`src/rtl/mac_lane_ifm_gather.sv`:
```
// Packs N_IN-element IFM beats into one N_ELEMENT lane word with valid mask and end tags.
// Define MAC_LANE_GATHER_STAT_EN to build the emitted/partial word counters.
module mac_lane_ifm_gather #(
  parameter int unsigned W_ELEMENT = 11,
  parameter int unsigned N_ELEMENT = 64,
  parameter int unsigned N_IN      = 16
) (
  input  logic                           clk,
  input  logic                           rst,
  input  logic                           i_valid,
  output logic                           o_in_ready,
  input  logic [W_ELEMENT*N_IN-1:0]      i_data,
  input  logic [N_IN-1:0]                i_elem_valid,
  input  logic                           i_inter_end,
  input  logic                           i_accum_end,
  output logic                           o_valid,
  input  logic                           i_out_ready,
  output logic [W_ELEMENT*N_ELEMENT-1:0] o_data,
  output logic [N_ELEMENT-1:0]           o_elem_valid,
  output logic                           o_inter_end,
  output logic                           o_accum_end,
  output logic [31:0]                    o_stat_words,
  output logic [31:0]                    o_stat_partial
);

  localparam int unsigned N_SLOT = N_ELEMENT / N_IN;
  localparam int unsigned SLOT_W = (N_SLOT > 1) ? $clog2(N_SLOT) : 1;
  localparam int unsigned W_BEAT = W_ELEMENT * N_IN;
  localparam logic [SLOT_W-1:0] LAST_SLOT = SLOT_W'(N_SLOT - 1);

  logic [SLOT_W-1:0]              slot, slot_n;
  logic [W_ELEMENT*N_ELEMENT-1:0] asm_data, asm_data_n;
  logic [N_ELEMENT-1:0]           asm_ev, asm_ev_n;
  logic                           asm_inter, asm_inter_n;
  logic                           asm_accum, asm_accum_n;
  logic                           pend, pend_n;
  logic                           accept, closes, xfer;

  assign o_in_ready = !pend || !o_valid || i_out_ready;
  assign accept     = i_valid && o_in_ready;
  assign closes     = (slot == LAST_SLOT) || i_inter_end || i_accum_end;
  assign xfer       = pend && (!o_valid || i_out_ready);

  // A transfer clears the assembly first so a beat accepted in the same cycle lands in slot 0.
  always_comb begin
    asm_data_n  = xfer ? '0 : asm_data;
    asm_ev_n    = xfer ? '0 : asm_ev;
    asm_inter_n = xfer ? 1'b0 : asm_inter;
    asm_accum_n = xfer ? 1'b0 : asm_accum;
    pend_n      = pend && !xfer;
    slot_n      = slot;
    if (accept) begin
      for (int unsigned s = 0; s < N_SLOT; s++) begin
        if (slot == SLOT_W'(s)) begin
          asm_data_n[s*W_BEAT +: W_BEAT] = i_data;
          asm_ev_n[s*N_IN +: N_IN]       = i_elem_valid;
        end
      end
      if (closes) begin
        pend_n      = 1'b1;
        slot_n      = '0;
        asm_inter_n = i_inter_end | i_accum_end;
        asm_accum_n = i_accum_end;
      end else begin
        slot_n = slot + 1'b1;
      end
    end
  end

  always_ff @(posedge clk) begin
    if (rst) begin
      slot      <= '0;
      pend      <= 1'b0;
      asm_data  <= '0;
      asm_ev    <= '0;
      asm_inter <= 1'b0;
      asm_accum <= 1'b0;
    end else begin
      slot      <= slot_n;
      pend      <= pend_n;
      asm_data  <= asm_data_n;
      asm_ev    <= asm_ev_n;
      asm_inter <= asm_inter_n;
      asm_accum <= asm_accum_n;
    end
  end

  always_ff @(posedge clk) begin
    if (rst) begin
      o_valid      <= 1'b0;
      o_data       <= '0;
      o_elem_valid <= '0;
      o_inter_end  <= 1'b0;
      o_accum_end  <= 1'b0;
    end else if (xfer) begin
      o_valid      <= 1'b1;
      o_data       <= asm_data;
      o_elem_valid <= asm_ev;
      o_inter_end  <= asm_inter;
      o_accum_end  <= asm_accum;
    end else if (o_valid && i_out_ready) begin
      o_valid <= 1'b0;
    end
  end

`ifdef MAC_LANE_GATHER_STAT_EN
  logic        asm_partial;
  logic [31:0] stat_words, stat_partial;

  always_ff @(posedge clk) begin
    if (rst) begin
      asm_partial  <= 1'b0;
      stat_words   <= '0;
      stat_partial <= '0;
    end else begin
      if (accept && closes) asm_partial <= (slot != LAST_SLOT);
      else if (xfer)        asm_partial <= 1'b0;
      if (xfer) begin
        stat_words <= stat_words + 32'd1;
        if (asm_partial) stat_partial <= stat_partial + 32'd1;
      end
    end
  end

  assign o_stat_words   = stat_words;
  assign o_stat_partial = stat_partial;
`else
  assign o_stat_words   = '0;
  assign o_stat_partial = '0;
`endif

endmodule

```
`config.mk`:
```
export PLATFORM = sky130hd
export DESIGN_NAME = mac_lane_ifm_gather
export DESIGN_NICKNAME = d
export VERILOG_FILES = /design/src/rtl/mac_lane_ifm_gather.sv
export SDC_FILE = /design/constraint.sdc
export NUM_CORES = 2
export LEC_CHECK = 0
export BUFFER_PORTS_ARGS = -buffer_cell sky130_fd_sc_hd__buf_2
export CORE_AREA = 2 2 406 408
export CTS_BUF_LIST = sky130_fd_sc_hd__clkbuf_8
export DETAILED_ROUTE_END_ITERATION = 8
export DIE_AREA = 0 0 408 410
export PLACE_DENSITY = 0.7
export SETUP_SLACK_MARGIN = 0.1
export SYNTH_ARGS = -nofsm -noshare
export SYNTH_HDL_FRONTEND = slang
export SYNTH_SLANG_ARGS = --single-unit
```
`constraint.sdc`:
```
create_clock -name clk -period 4.7 [get_ports clk]
set_input_delay 1.175 -clock clk [delete_from_list [all_inputs] [get_ports clk]]
set_output_delay 1.175 -clock clk [all_outputs]
set_load 0.05 [all_outputs]
```
# Word level (Yosys, flattened, before mapping)
# Index checks and enable logic that the tools add are counted.
# op_classes
addsub,1
eq_ne,3
mux,23
bitwise,1
reduce_logical,14
# op_table
cell,n
$mux W704,2
$mux W176,4
$mux W64,2
$mux W16,4
$mux W1,10
$logic_or A1 B1 Y1,5
$eq A2 B2 Y1 const B,2
$logic_and A1 B1 Y1,4
$logic_not A1 Y1,3
$add A2 B1 Y2 const B,1
$eq A2 B1 Y1 const B,1
$logic_not A2 Y1,1
$mux W2,1
$reduce_bool A2 Y1,1
$or A1 B1 Y1,1
# word_totals
regBits,1544
in_bits,198
out_inout_bits,836
elab_cells,53

# Longest topological paths before layout
# logic_depth
ltp_word,7
ltp_mapped,9
depth_no_buf,4

# Worst setup path after synthesis
# OpenSTA, ideal clock, no wires.
# synth_timing
path_kind,input-to-output
from,input port i_out_ready
to,output port o_in_ready
arrival_ps,1629
required_ps,3525
path_slack_ps,1896
path_stages,3
path_buffers,1
cell_sequence,and3b_1 > inv_2 > buf_6
# synth_between
elab_chain_cells,1
# synth_rtl
item,line_no,rtl
"start, declared",17,"input logic i_out_ready,"
$logic_or A1 B1 Y1,39,assign o_in_ready = !pend || !o_valid || i_out_ready;
"end, declared",11,"output logic o_in_ready,"
# Every way passes these cells.

# Final worst setup path
# layout_timing
from,register pend
to,output port o_in_ready
# layout_between
elab_chain_cells,3
# layout_rtl
item,line_no,rtl
"start, declared",36,"logic pend, pend_n;"
"start signal, assigned",80,pend <= pend_n;
$logic_not A1 Y1,39,
$logic_or A1 B1 Y1 (2 in a row),39,
# Every way passes these cells.

==> results by group <==
Timing
  • Final hold vios: 0
  • WHS: 423 ps
  • Clk_skew: 74.0 ps
  • Measured slew at the worst slew-check pin: 1090 ps
  • Fin crit share: 81.1%
  • Max Slew Vio Count: 0
  • Setup violators final: 0
  • Min setup slack post-route: 890 ps
  • Period minus WS final: 3810 ps
  • Highest clock rate: 0.262 GHz
  • RSZ-0062 raised after global routing: no
  • Max-slew headroom: 27.3%
  • Setup TNS Final: 0 ps

Power and ir drop
  • Power Total: 27.3 mW
  • Maximum vdd drop: 283 µV
  • Pleak: 31.4 nW
  • PwrDens: 364 nW/µm²

Synthesis
  • Top_reg_cell synth: dfxtp_1
  • Mapped cell area: 64100 µm²
  • Syn. warnings: 0
  • Library cells used by synthesis: 26
  • Syn Inst Count: 7246
  • FFs w/ async S/R, synth: 0%
  • Post-Syn Area per Cell: 8.85 µm²
  • Seq/Total Area, Yosys: 48.2%
  • Number of synthesized flops with an enable pin: 0
  • Synth Register Bits: 1544

Worst setup path
  • Crit path capture type: primary output
  • Critical path's slowest cell: dfxtp_4
  • Crit Path Class: reg -> out
  • R2R cell count: 6
  • Setup crit start: pend
  • Worst Setup EP: o_in_ready
  • Max incr delay on CP: 790 ps
  • Crit-path max FO: 41
  • Arrival @ worst endpoint: 2640 ps
  • CP cell instances: and3b_1, inv_2, buf_2
  • Worst R2R Setup Slack: 1910 ps
  • Worst reg2reg startpoint: pend
  • Reg2reg end: asm_data[196]
  • Worst Path Required: 3520 ps
  • Crit start category: flop

Routing
  • WL/cell: 21.1 µm
  • DR DRC count: 0
  • Post-DRT Antenna Nets: 0
  • Routed WL: 216000 µm
  • DRT Pass-1 Iters: 8
  • Vias post-DR: 56283
  • 1st-iter DRT viols: 5734
  • Vias per std cell: 5.51

Die
  • Core box area: 163000 µm²
  • Die footprint: 167000 µm²
  • Number of I/O pins: 1034
  • DIE HEIGHT: 410 µm
  • Row count: 149
  • Die X-Extent: 408 µm
  • Initial Utilization: 39.2%

Global routing
  • Initial antenna violation count: 28
  • GR Overflow Total: 0
  • Vias in the first global route: 52753
  • Largest net degree at the start of global routing: 187
  • Global-route wire length before repair: 320000 µm
  • GRT Util Overall: 24.2%

Run
  • Maxcap violations: 0

Run status
  • Status: complete, no violations

Layout
  • Fillers: 15686
  • Layout cell share with drive strength beyond 1: 18.4%
  • Final nets: 8037
  • Commonest non-fill, non-tap cells in the layout: 1543 x dfxtp_1, 1541 x o21ai_0, 968 x buf_2
  • Commonest non-fill, non-tap cell in the layout: dfxtp_1
  • Final Non-Filler Cells: 10207
  • Area Overhead vs Synth: 17.0%
  • Final Core Density: 45.9%
  • Cell area after layout: 75000 µm²

Clocking
  • Clk slew on worst S/H paths: 60 ps
  • CTS Hold Bufs: 0
  • Clock Path Buffers: 4
  • CTS tree: done
  • Max H-tree Level: 5
  • Clk_lat worst skew: 1020 ps
  • Post-CTS setup buffer count: 0
  • Post-cts resize count: 0
  • Root Buffer: clkbuf_8
  • Num CTS Buffers: 279
  • Clock Sinks: 1544

Placement
  • Pre-CTS setup slack: 1320 ps
  • Placed cell area: 69900 µm²
  • IO buf count: 969
  • Gpl congestion: 0.862
  • Total placed cells including tap cells: 9743
  • DP Wirelength: 136000 µm

Min path
  • Class of the worst hold path: reg -> reg
cells in the mapped netlist (2+ instances only):
| library cell | count | area (µm²) |
|---|---|---|
| buf_6 | 22 | 248 |
| and3_1 | 2 | 12.5 |
| buf_4 | 122 | 916 |
| o21ai_0 | 1541 | 7710 |
| buf_1 | 51 | 191 |
| nor2b_1 | 770 | 4820 |
| inv_2 | 2 | 7.51 |
| ha_1 | 4 | 50.1 |
| clkbuf_1 | 628 | 2360 |
| mux2i_1 | 768 | 7690 |
| nand2b_1 | 194 | 1210 |
| nand4_1 | 2 | 12.5 |
| buf_2 | 35 | 175 |
| a21oi_1 | 773 | 3870 |
| nand3_1 | 774 | 3870 |
| inv_1 | 4 | 15.0 |
| dfxtp_1 | 1544 | 30900 |
| nor3_1 | 2 | 10.0 |
where the power goes:
part	leakage (nW)	internal [mW]	switching [mW]	total, mW
logic	16.0	0.457	1.47	1.92
clock network	2.96	6.43	5.56	12.0
registers	12.5	13.3	0.106	13.4
total	31.4	20.2	7.13	27.3
flip-flops by register name, indices dropped and copies added (netlist names):
name          cells
pend              1
asm_data        704
asm_ev           64
asm_inter         1
slot              2
o_data          704
o_accum_end       1
o_valid           1
o_inter_end       1
asm_accum         1
o_elem_valid     64
kinds of logic (layout without fill, tap and decap cells):
family                   count (synthesis)  count (layout)  share of synthesized area (%)
AO/OA/AOI/OAI                         2317            2317                           18.1
adder cells (fa/ha/maj)                  4               4                         0.0780
buffers and inverters                  864            1557                           6.10
flip-flops                            1544            1544                           48.2
multiplexers                           768             768                           12.0
other                                    1              80                        0.00585
AND/OR/NAND/NOR                       1748            1748                           15.5
worst max-delay path, delay by kind of cell (launching register included):
kind / cells / cell delay (ps)
buffers and inverters: 2 / 470
flip-flops: 1 / 790
AND/OR/NAND/NOR: 1 / 400
how the worst min path moves through the flow:
stage | start | endpoint | slack [ps] | depth (start not counted)
global placement | asm_data[283] | o_data[283] | 440 | 2
floorplan | asm_data[0] | o_data[0] | 440 | 2
finish | asm_data[68] | o_data[68] | 420 | 2
CTS | i_accum_end | asm_accum | 360 | 3
global route | asm_data[311] | o_data[311] | 440 | 2
detailed placement | asm_data[2] | o_data[2] | 450 | 2
final cells by class:
cell class              instances  area (µm²)  share of cell area [%]
diodes                         16        40.0                  0.0534
flip-flops and latches       1544       30900                    41.2
repair buffers               1103        6570                    8.76
clock buffers                 324        4460                    5.94
well taps                    2189        2740                    3.65
multi-input cells            4901       29600                    39.5
inverters                       6        30.0                  0.0400
clock inverters               124         639                   0.852
layer usage:
metal	up-vias	track usage (%)	wire, µm
li1	26240	-	-
met1	27347	31.1	90800
met3	513	7.16	17900
met2	2163	36.7	96400
met5	-	0	134
met4	20	12.7	10700
(Power assumes the default switching activity.)
